--- src/rtl/serial_addsub_if.sv ---
// Handshake and data bundle for the bit-serial adder/subtractor.
// The slave side is the arithmetic unit; the master side issues operations.
interface serial_addsub_if #(
    parameter int N = 8
);
    logic         start;
    logic         sub;
    logic [N-1:0] a;
    logic [N-1:0] b;
    logic         busy;
    logic         done;
    logic [N-1:0] result;
    logic         carry_out;
    logic         overflow;
    logic         sout;
    logic         sout_valid;

    modport master (
        output start, sub, a, b,
        input  busy, done, result, carry_out, overflow, sout, sout_valid
    );

    modport slave (
        input  start, sub, a, b,
        output busy, done, result, carry_out, overflow, sout, sout_valid
    );
endinterface

--- src/rtl/serial_addsub.sv ---
// Bit-serial N-bit adder/subtractor: one result bit per clock, LSB first,
// with start/busy/done handshake, carry and signed-overflow flags.
module serial_addsub #(
    parameter int N = 8
) (
    input  logic              clk,
    input  logic              reset,
    serial_addsub_if.slave    bus
);
    localparam int CW = (N > 1) ? $clog2(N) : 1;
    localparam logic [CW-1:0] LAST = CW'(N - 1);

    typedef enum logic [1:0] {
        S_IDLE = 2'd0,
        S_RUN  = 2'd1,
        S_DONE = 2'd2
    } state_t;

    state_t        state_q, state_d;
    logic [N-1:0]  a_q, a_d;
    logic [N-1:0]  b_q, b_d;
    logic [N-1:0]  r_q, r_d;
    logic          c_q, c_d;
    logic [CW-1:0] cnt_q, cnt_d;
    logic          cout_q, cout_d;
    logic          ovf_q, ovf_d;

    logic          sum_bit;
    logic          carry_next;

    assign sum_bit    = a_q[0] ^ b_q[0] ^ c_q;
    assign carry_next = (a_q[0] & b_q[0]) | (a_q[0] & c_q) | (b_q[0] & c_q);

    always_ff @(posedge clk or negedge reset) begin
        if (!reset) begin
            state_q <= S_IDLE;
            a_q     <= '0;
            b_q     <= '0;
            r_q     <= '0;
            c_q     <= 1'b0;
            cnt_q   <= '0;
            cout_q  <= 1'b0;
            ovf_q   <= 1'b0;
        end else begin
            state_q <= state_d;
            a_q     <= a_d;
            b_q     <= b_d;
            r_q     <= r_d;
            c_q     <= c_d;
            cnt_q   <= cnt_d;
            cout_q  <= cout_d;
            ovf_q   <= ovf_d;
        end
    end

    always_comb begin
        state_d = state_q;
        a_d     = a_q;
        b_d     = b_q;
        r_d     = r_q;
        c_d     = c_q;
        cnt_d   = cnt_q;
        cout_d  = cout_q;
        ovf_d   = ovf_q;

        unique case (state_q)
            S_IDLE, S_DONE: begin
                if (bus.start) begin
                    // Subtraction is a + ~b + 1: invert B and seed the carry with 1.
                    a_d     = bus.a;
                    b_d     = bus.sub ? ~bus.b : bus.b;
                    c_d     = bus.sub;
                    cnt_d   = '0;
                    state_d = S_RUN;
                end else if (state_q == S_DONE) begin
                    state_d = S_IDLE;
                end
            end
            S_RUN: begin
                r_d   = {sum_bit, r_q[N-1:1]};
                a_d   = {1'b0, a_q[N-1:1]};
                b_d   = {1'b0, b_q[N-1:1]};
                c_d   = carry_next;
                cnt_d = cnt_q + CW'(1);
                if (cnt_q == LAST) begin
                    // Signed overflow: carry into the MSB differs from carry out of it.
                    cout_d  = carry_next;
                    ovf_d   = c_q ^ carry_next;
                    state_d = S_DONE;
                end
            end
            default: state_d = S_IDLE;
        endcase
    end

    assign bus.busy       = (state_q == S_RUN);
    assign bus.done       = (state_q == S_DONE);
    assign bus.result     = r_q;
    assign bus.carry_out  = cout_q;
    assign bus.overflow   = ovf_q;
    assign bus.sout       = sum_bit;
    assign bus.sout_valid = (state_q == S_RUN);
endmodule

--- src/flat_wrapper.sv ---
// flat-port wrapper written by rule: the top's interface ports become plain ports
module serial_addsub_flat 
#(
    parameter int N = 8
)
  (clk, reset, bus_start, bus_sub, bus_a, bus_b, bus_busy, bus_done, bus_result, bus_carry_out, bus_overflow, bus_sout, bus_sout_valid);
  serial_addsub_if #(.N(N)) bus_i ();
  input  logic clk;
  input  logic reset;
  input wire logic [$bits(bus_i.start)-1:0] bus_start;
  input wire logic [$bits(bus_i.sub)-1:0] bus_sub;
  input wire logic [$bits(bus_i.a)-1:0] bus_a;
  input wire logic [$bits(bus_i.b)-1:0] bus_b;
  output wire logic [$bits(bus_i.busy)-1:0] bus_busy;
  output wire logic [$bits(bus_i.done)-1:0] bus_done;
  output wire logic [$bits(bus_i.result)-1:0] bus_result;
  output wire logic [$bits(bus_i.carry_out)-1:0] bus_carry_out;
  output wire logic [$bits(bus_i.overflow)-1:0] bus_overflow;
  output wire logic [$bits(bus_i.sout)-1:0] bus_sout;
  output wire logic [$bits(bus_i.sout_valid)-1:0] bus_sout_valid;
  assign bus_i.start = bus_start;
  assign bus_i.sub = bus_sub;
  assign bus_i.a = bus_a;
  assign bus_i.b = bus_b;
  assign bus_busy = bus_i.busy;
  assign bus_done = bus_i.done;
  assign bus_result = bus_i.result;
  assign bus_carry_out = bus_i.carry_out;
  assign bus_overflow = bus_i.overflow;
  assign bus_sout = bus_i.sout;
  assign bus_sout_valid = bus_i.sout_valid;
  serial_addsub #(.N(N)) u_core (.clk(clk), .reset(reset), .bus(bus_i));
endmodule
--- config.mk ---
export PLATFORM = sky130hd
export DESIGN_NAME = serial_addsub_flat
export DESIGN_NICKNAME = d
export VERILOG_FILES = /design/src/rtl/serial_addsub_if.sv /design/src/rtl/serial_addsub.sv /design/src/flat_wrapper.sv
export SDC_FILE = /design/constraint.sdc
export NUM_CORES = 1
export LEC_CHECK = 0
export CORE_MARGIN = 2
export CORE_UTILIZATION = 44
export DETAILED_ROUTE_END_ITERATION = 7
export PLACE_DENSITY = 0.75
export SETUP_SLACK_MARGIN = 0.02
export SKIP_LAST_GASP = 1
export SLEW_MARGIN = 30
export SYNTH_ARGS = -nofsm -noshare
export SYNTH_HDL_FRONTEND = slang
export SYNTH_SLANG_ARGS = --single-unit
--- constraint.sdc ---
create_clock -name clk -period 1.3 [get_ports clk]
set_input_delay 0.26 -clock clk [delete_from_list [all_inputs] [get_ports clk]]
set_output_delay 0.26 -clock clk [all_outputs]
set_load 0.02 [all_outputs]
==> flow_summary.yaml, run 1 <==
outcome:
  outcome: "complete, but fails checks"
  violations: "setup timing"
setup_path:
  critical-path-max-stage-delay_ps: 600
  cp_data_required_time_ps: 1040
  critPathKind: "reg -> out"
  r2r-end: "u_core.bus.result[7]"
  r2r_cells: 4
  crit_arrival_ps: 1470
  cpMaxStageDelayCell: "fa_2"
  crit_fanout: 2
  critPathBufInv: 1
  crit_end: "bus_sout"
  worst-path-stages: 2
  cp_top_family: "adder cells"
  timing.reg2reg.setup_slack_ps: -220
  path_cells: "fa_2 -> buf_6"
  startpoint_type: "flip-flop"
  cp-end-kind: "output pin"
  crit-reg2reg-launch: "u_core.c_q"
  startpoint: "u_core.c_q"
timing:
  hold_ws_ps: 282
  fin_crit_ps: 1730
  fmax_mhz: 578
  rsz0062_at_grt: "yes"
  final.period_utilization_pct: 133
  setup_ws_ps: -431
  slew-limit-headroom_pct: 84.3
  fin_skew_ps: 7.14
  setup_viol: 22
  final.setup.tns_ps: -1690
  worstMarginPinSlew_ps: 235
  drv_slew: 0
  final_hold_viol_count: 0
detailed_routing:
  drtAntennaViolNets: 0
  wl_per_cell_um: 15.5
  vias: 1104
  drt-vias-per-instance: 5.26
  drt-total-wl_um: 3250
  drt_iter0_markers: 53
  drc: 0
  dr.pass1.iters: 4
power:
  powerDensity_nw_per_um2: 2770
  power_frac_clock_pct: 9.9
  ir_drop_mv: 1.70
  p_int_mw: 3.90
  switching_power_mw: 2.12
  seqPwrFrac_pct: 29.7
  combPwrFrac_pct: 60.4
  swShare_pct: 35.2
  leakage_nw: 1.06
finish:
  layout_commonest_cell: "dfrtp_1"
  n_antenna_cell: 0
  synthToLayoutAreaGrowth_pct: 52.1
  finish.utilization_pct: 70.6
  mostFrequentLayoutCells: "32 x dfrtp_1, 19 x clkdlybuf4s50_1, 15 x buf_4"
  layout.nets: 188
  drive_gt1_share_pct: 41.6
  final_cell_area_um2: 2170
place:
  io_buffers: 33
  post_dp_cell_area_um2: 1860
  place_hpwl_um: 1970
  gp_congestion: 0.766
  dp_slack_ps: -577
floorplanning:
  core_area_um2: 3080
  die_height_um: 61.0
  chipWidth_um: 61.0
  rows: 20
  ioPinCount: 34
  initial_utilization_pct: 46.4
  dieArea_um2: 3720
cts:
  cts-buffers-inserted: 5
  cts-root-buf: "clkbuf_4"
  h-tree-depth: 2
  path_clk_slew_ps: 90
  cts_buffer_depth: 2
  cts_hold_buf: 0
  clk_latency_ps: 330
  clock_sinks: 32
  cts_tree: "yes"
yosys:
  netlist_area_um2: 1430
  synth-seq-area-share_pct: 56.0
  synthCells: 107
  ys_warn_count: 0
  syn-num-nets: 130
  synth_cell_types: 22
  ys_ff_latch: 32
  synth.avg_cell_area_um2: 13.4
global_route:
  grt_pass1_wl_um: 4970
  gr-usage-all-layers_pct: 19.2
  grt_overflow: 0
  grt_pass1_vias: 1084
  antenna_found_initial: 0
  grt_start_max_net_pins: 33
job:
  maxCapViolations: 0
min_path:
  hp-class: "in -> async"
how the worst min path moves through the flow:
| stage | to | slack (ps) | cells after the start |
|---|---|---|---|
| after global placement | u_core.a_q[1] | 460 | 1 |
| final | u_core.bus.result[5] | 280 | 2 |
| after CTS | u_core.bus.result[2] | 270 | 2 |
| after detailed placement | u_core.a_q[1] | 470 | 1 |
| after global routing | u_core.bus.result[5] | 290 | 2 |
| after floorplan | u_core.a_q[0] | -40 | 0 |
Yosys cell counts:
master / count / area [um^2]
dfrtp_1: 32 / 801
a22o_1: 12 / 105
mux2_2: 10 / 113
a21o_1: 8 / 60.1
nor2_1: 8 / 30.0
xnor2_1: 8 / 70.1
a221o_1: 7 / 70.1
buf_2: 3 / 15.0
buf_6: 3 / 33.8
a21oi_1: 2 / 10.0
buf_4: 2 / 15.0
ha_1: 2 / 25.0
and2_1: 1 / 6.26
and2b_1: 1 / 7.51
clkbuf_1: 1 / 3.75
fa_1: 1 / 20.0
inv_1: 1 / 3.75
nand2b_1: 1 / 6.26
nor2b_1: 1 / 6.26
nor2b_4: 1 / 13.8
o21ai_0: 1 / 5.00
xor2_1: 1 / 8.76
state kept, by name, summed over array words and instances (netlist names):
| name | count |
|---|---|
| u_core.bus.result | 8 |
| u_core.state_q | 2 |
| u_core.a_q | 8 |
| u_core.cnt_q | 3 |
| u_core.bus.carry_out | 1 |
| u_core.c_q | 1 |
| u_core.b_q | 8 |
| u_core.bus.overflow | 1 |
power groups by stage:
stage / combinational [mW] / sequential, mW / clock (mW)
2_1_floorplan: 1.54 / 1.92 / 0
3_3_place_gp: 2.49 / 1.75 / 0
3_5_place_dp: 2.58 / 1.78 / 0
4_1_cts: 3.20 / 1.79 / 0.612
5_1_grt: 3.86 / 1.84 / 0.650
6_report: 3.64 / 1.79 / 0.595
stage by stage:
| step | power, mW | std cells |
|---|---|---|
| 3_5_place_dp | 4.36 | 188 |
| 5_1_grt | 6.35 | 210 |
| 2_1_floorplan | 3.47 | 107 |
| 6_report | 6.02 | 210 |
| 4_1_cts | 5.60 | 202 |
| 3_3_place_gp | 4.24 | 188 |
final cells by class:
cell class,count,area (um^2)
multi-input cells,66,651
flip-flops and latches,32,801
repair buffers,59,602
fillers,234,905
well taps,44,55.1
clock buffers,6,51.3
inverters,1,3.75
clock inverters,2,10.0
routing by layer:
| metal | track usage, % | routed length, um | vias up |
|---|---|---|---|
| met5 | 0 | 0 | - |
| met4 | 7.45 | 42 | 0 |
| met3 | 6.40 | 148 | 5 |
| met2 | 32.3 | 1740 | 23 |
| met1 | 22.7 | 1320 | 577 |
| li1 | - | - | 499 |
logic make-up (layout without fill, tap and decap cells):
logic type | count (synthesis) | count (layout) | share of synthesized area [%]
fa+ha+maj | 3 | 3 | 3.15
flops | 32 | 32 | 56.0
simple gates | 13 | 14 | 4.90
mux | 10 | 10 | 7.88
xor+xnor | 9 | 9 | 5.52
compound gates | 30 | 30 | 17.5
buf+inv | 10 | 68 | 4.99
timing repair:
item	in CTS	in global routing
pin swaps	2	19
gates cloned	2	2
gates resized for setup	70	23
setup endpoints to repair	43	41
buffers inserted	4	6
(Power assumes the default switching activity.)
==> run 2: changes to the inputs <==
CELL_PAD_IN_SITES_DETAIL_PLACEMENT = 1   (was default)
CELL_PAD_IN_SITES_GLOBAL_PLACEMENT = 1   (was default)
CORE_UTILIZATION = 35   (was 44)
PLACE_DENSITY = default   (was 0.75)
PLACE_DENSITY_LB_ADDON = 0.1   (was default)
==> run 2 against run 1 <==
- the run still ends with setup timing left
- total power grew 1.3%
- clock power grew 29%
- die area grew 24%
- combinational power shrank 3%
- worst hold slack gained 65 ps
==> flow_summary.yaml, run 2 (synthesis results as in run 1) <==
outcome:
  outcome: "complete, but fails checks"
  violations: "setup timing"
setup_path:
  crit_fanout: 2
  cp_data_required_time_ps: 1040
  cp-end-kind: "output pin"
  crit_arrival_ps: 1400
  critPathKind: "reg -> out"
  cpMaxStageDelayCell: "fa_2"
  critPathBufInv: 1
  cp_top_family: "adder cells"
  critical-path-max-stage-delay_ps: 600
  startpoint_type: "flip-flop"
  timing.reg2reg.setup_slack_ps: -100
  path_cells: "fa_2 -> buf_6"
place:
  gp_congestion: 0.676
  place_hpwl_um: 2030
  dp.cells: 195
  post_dp_cell_area_um2: 1900
  io_buffers: 33
  dp_slack_ps: -648
cts:
  clk_latency_ps: 280
  h-tree-depth: 2
  path_clk_slew_ps: 60
  clock_sinks: 32
  cts_tree: "yes"
  cts-root-buf: "clkbuf_8"
  cts-buffers-inserted: 5
  cts_buffer_depth: 2
floorplanning:
  die_height_um: 67.9
  rows: 23
  chipWidth_um: 67.9
  dieArea_um2: 4610
  ioPinCount: 34
  core_area_um2: 3970
  initial_utilization_pct: 36.0
finish:
  stdcell_count: 214
  finish.utilization_pct: 56.2
  layout_commonest_cell: "dfrtp_1"
  fillCellCount: 401
  synthToLayoutAreaGrowth_pct: 56.3
  mostFrequentLayoutCells: "32 x dfrtp_1, 19 x clkdlybuf4s50_1, 12 x a22o_1"
  layout.nets: 186
  final_cell_area_um2: 2230
  n_antenna_cell: 0
  drive_gt1_share_pct: 33.5
timing:
  fmax_mhz: 603
  worstMarginPinSlew_ps: 217
  drv_slew: 0
  setup_ws_ps: -359
  fin_skew_ps: 3.95
  final_hold_viol_count: 0
  fin_crit_ps: 1660
  rsz0062_at_grt: "yes"
  setup_viol: 31
  hold_ws_ps: 346
  slew-limit-headroom_pct: 85.6
  final.period_utilization_pct: 128
  final.setup.tns_ps: -2130
detailed_routing:
  drt-total-wl_um: 3370
  drt-vias-per-instance: 4.97
  drc: 0
  wl_per_cell_um: 15.7
  drt_iter0_markers: 58
  vias: 1064
  dr.pass1.iters: 4
  drtAntennaViolNets: 0
global_route:
  grt_start_max_net_pins: 33
  gr-usage-all-layers_pct: 17.0
  grt_overflow: 0
  antenna_found_initial: 0
  grt_pass1_vias: 1147
  grt_pass1_wl_um: 5630
power:
  ir_drop_mv: 1.06
  p_total_mw: 6.10
  powerDensity_nw_per_um2: 2730
  leakage_nw: 1.07
min_path:
  hp-class: "in -> async"
job:
  maxCapViolations: 0
run 2: cell count changes in the layout (fill, tap and decap cells not counted), sizes merged:
cell,previous run,this run
clkinv,2,0
clkdlybuf4s15,2,8
nor2,9,8
clkbuf,8,9
dlygate4sd2,0,1
buf,36,29
run 2: final timing paths:
kind | cells after the start | from | end
min reg2reg | 1 | u_core.a_q[6] | u_core.a_q[6]
min in group clk | 1 | u_core.a_q[6] | u_core.a_q[6]
min | 2 | reset | u_core.b_q[3]
max | 2 | u_core.b_q[0] | bus_sout
max in group asynchronous | 2 | reset | u_core.a_q[4]
max reg2reg | 6 | u_core.state_q[0] | u_core.a_q[3]
run 2: where the power goes:
part / switching, mW / internal (mW)
combinational: 1.41 / 2.14
sequential: 0.315 / 1.48
clock: 0.336 / 0.431
total: 2.06 / 4.05
run 2: per-layer routing:
metal  part of all wire (%)  routed length, um  up-vias  global-route usage (%)
li1                       -                  -      499                       -
met1                     45               1500      536                    22.7
met2                     50               1670       24                    27.3
met3                    4.7                160        5                    3.95
met4                    1.0                 34        0                    6.00
met5                      0                  0        -                       0
run 2: worst register-to-register path, delay by kind of cell, from the launching register on:
| family | cells | cell delay (ps) |
|---|---|---|
| buffers and inverters | 3 | 400 |
| AND/OR/NAND/NOR | 1 | 150 |
| AO/OA/AOI/OAI | 2 | 350 |
| flip-flops | 1 | 400 |
run 2: cell type report:
cell class	instances	area, um^2	share of cell area [%]
repair buffers	58	653	29.2
inverters	1	3.75	0.168
clock buffers	8	90.1	4.03
multi-input cells	65	623	27.9
flip-flops and latches	32	801	35.9
well taps	50	62.6	2.80
run 2: what timing repair did:
item,in CTS,in global routing
setup endpoints to repair,43,43
buffers inserted,8,4
resized for setup,56,18
gates cloned,2,0
hold buffers,0,0
pin swaps,11,7
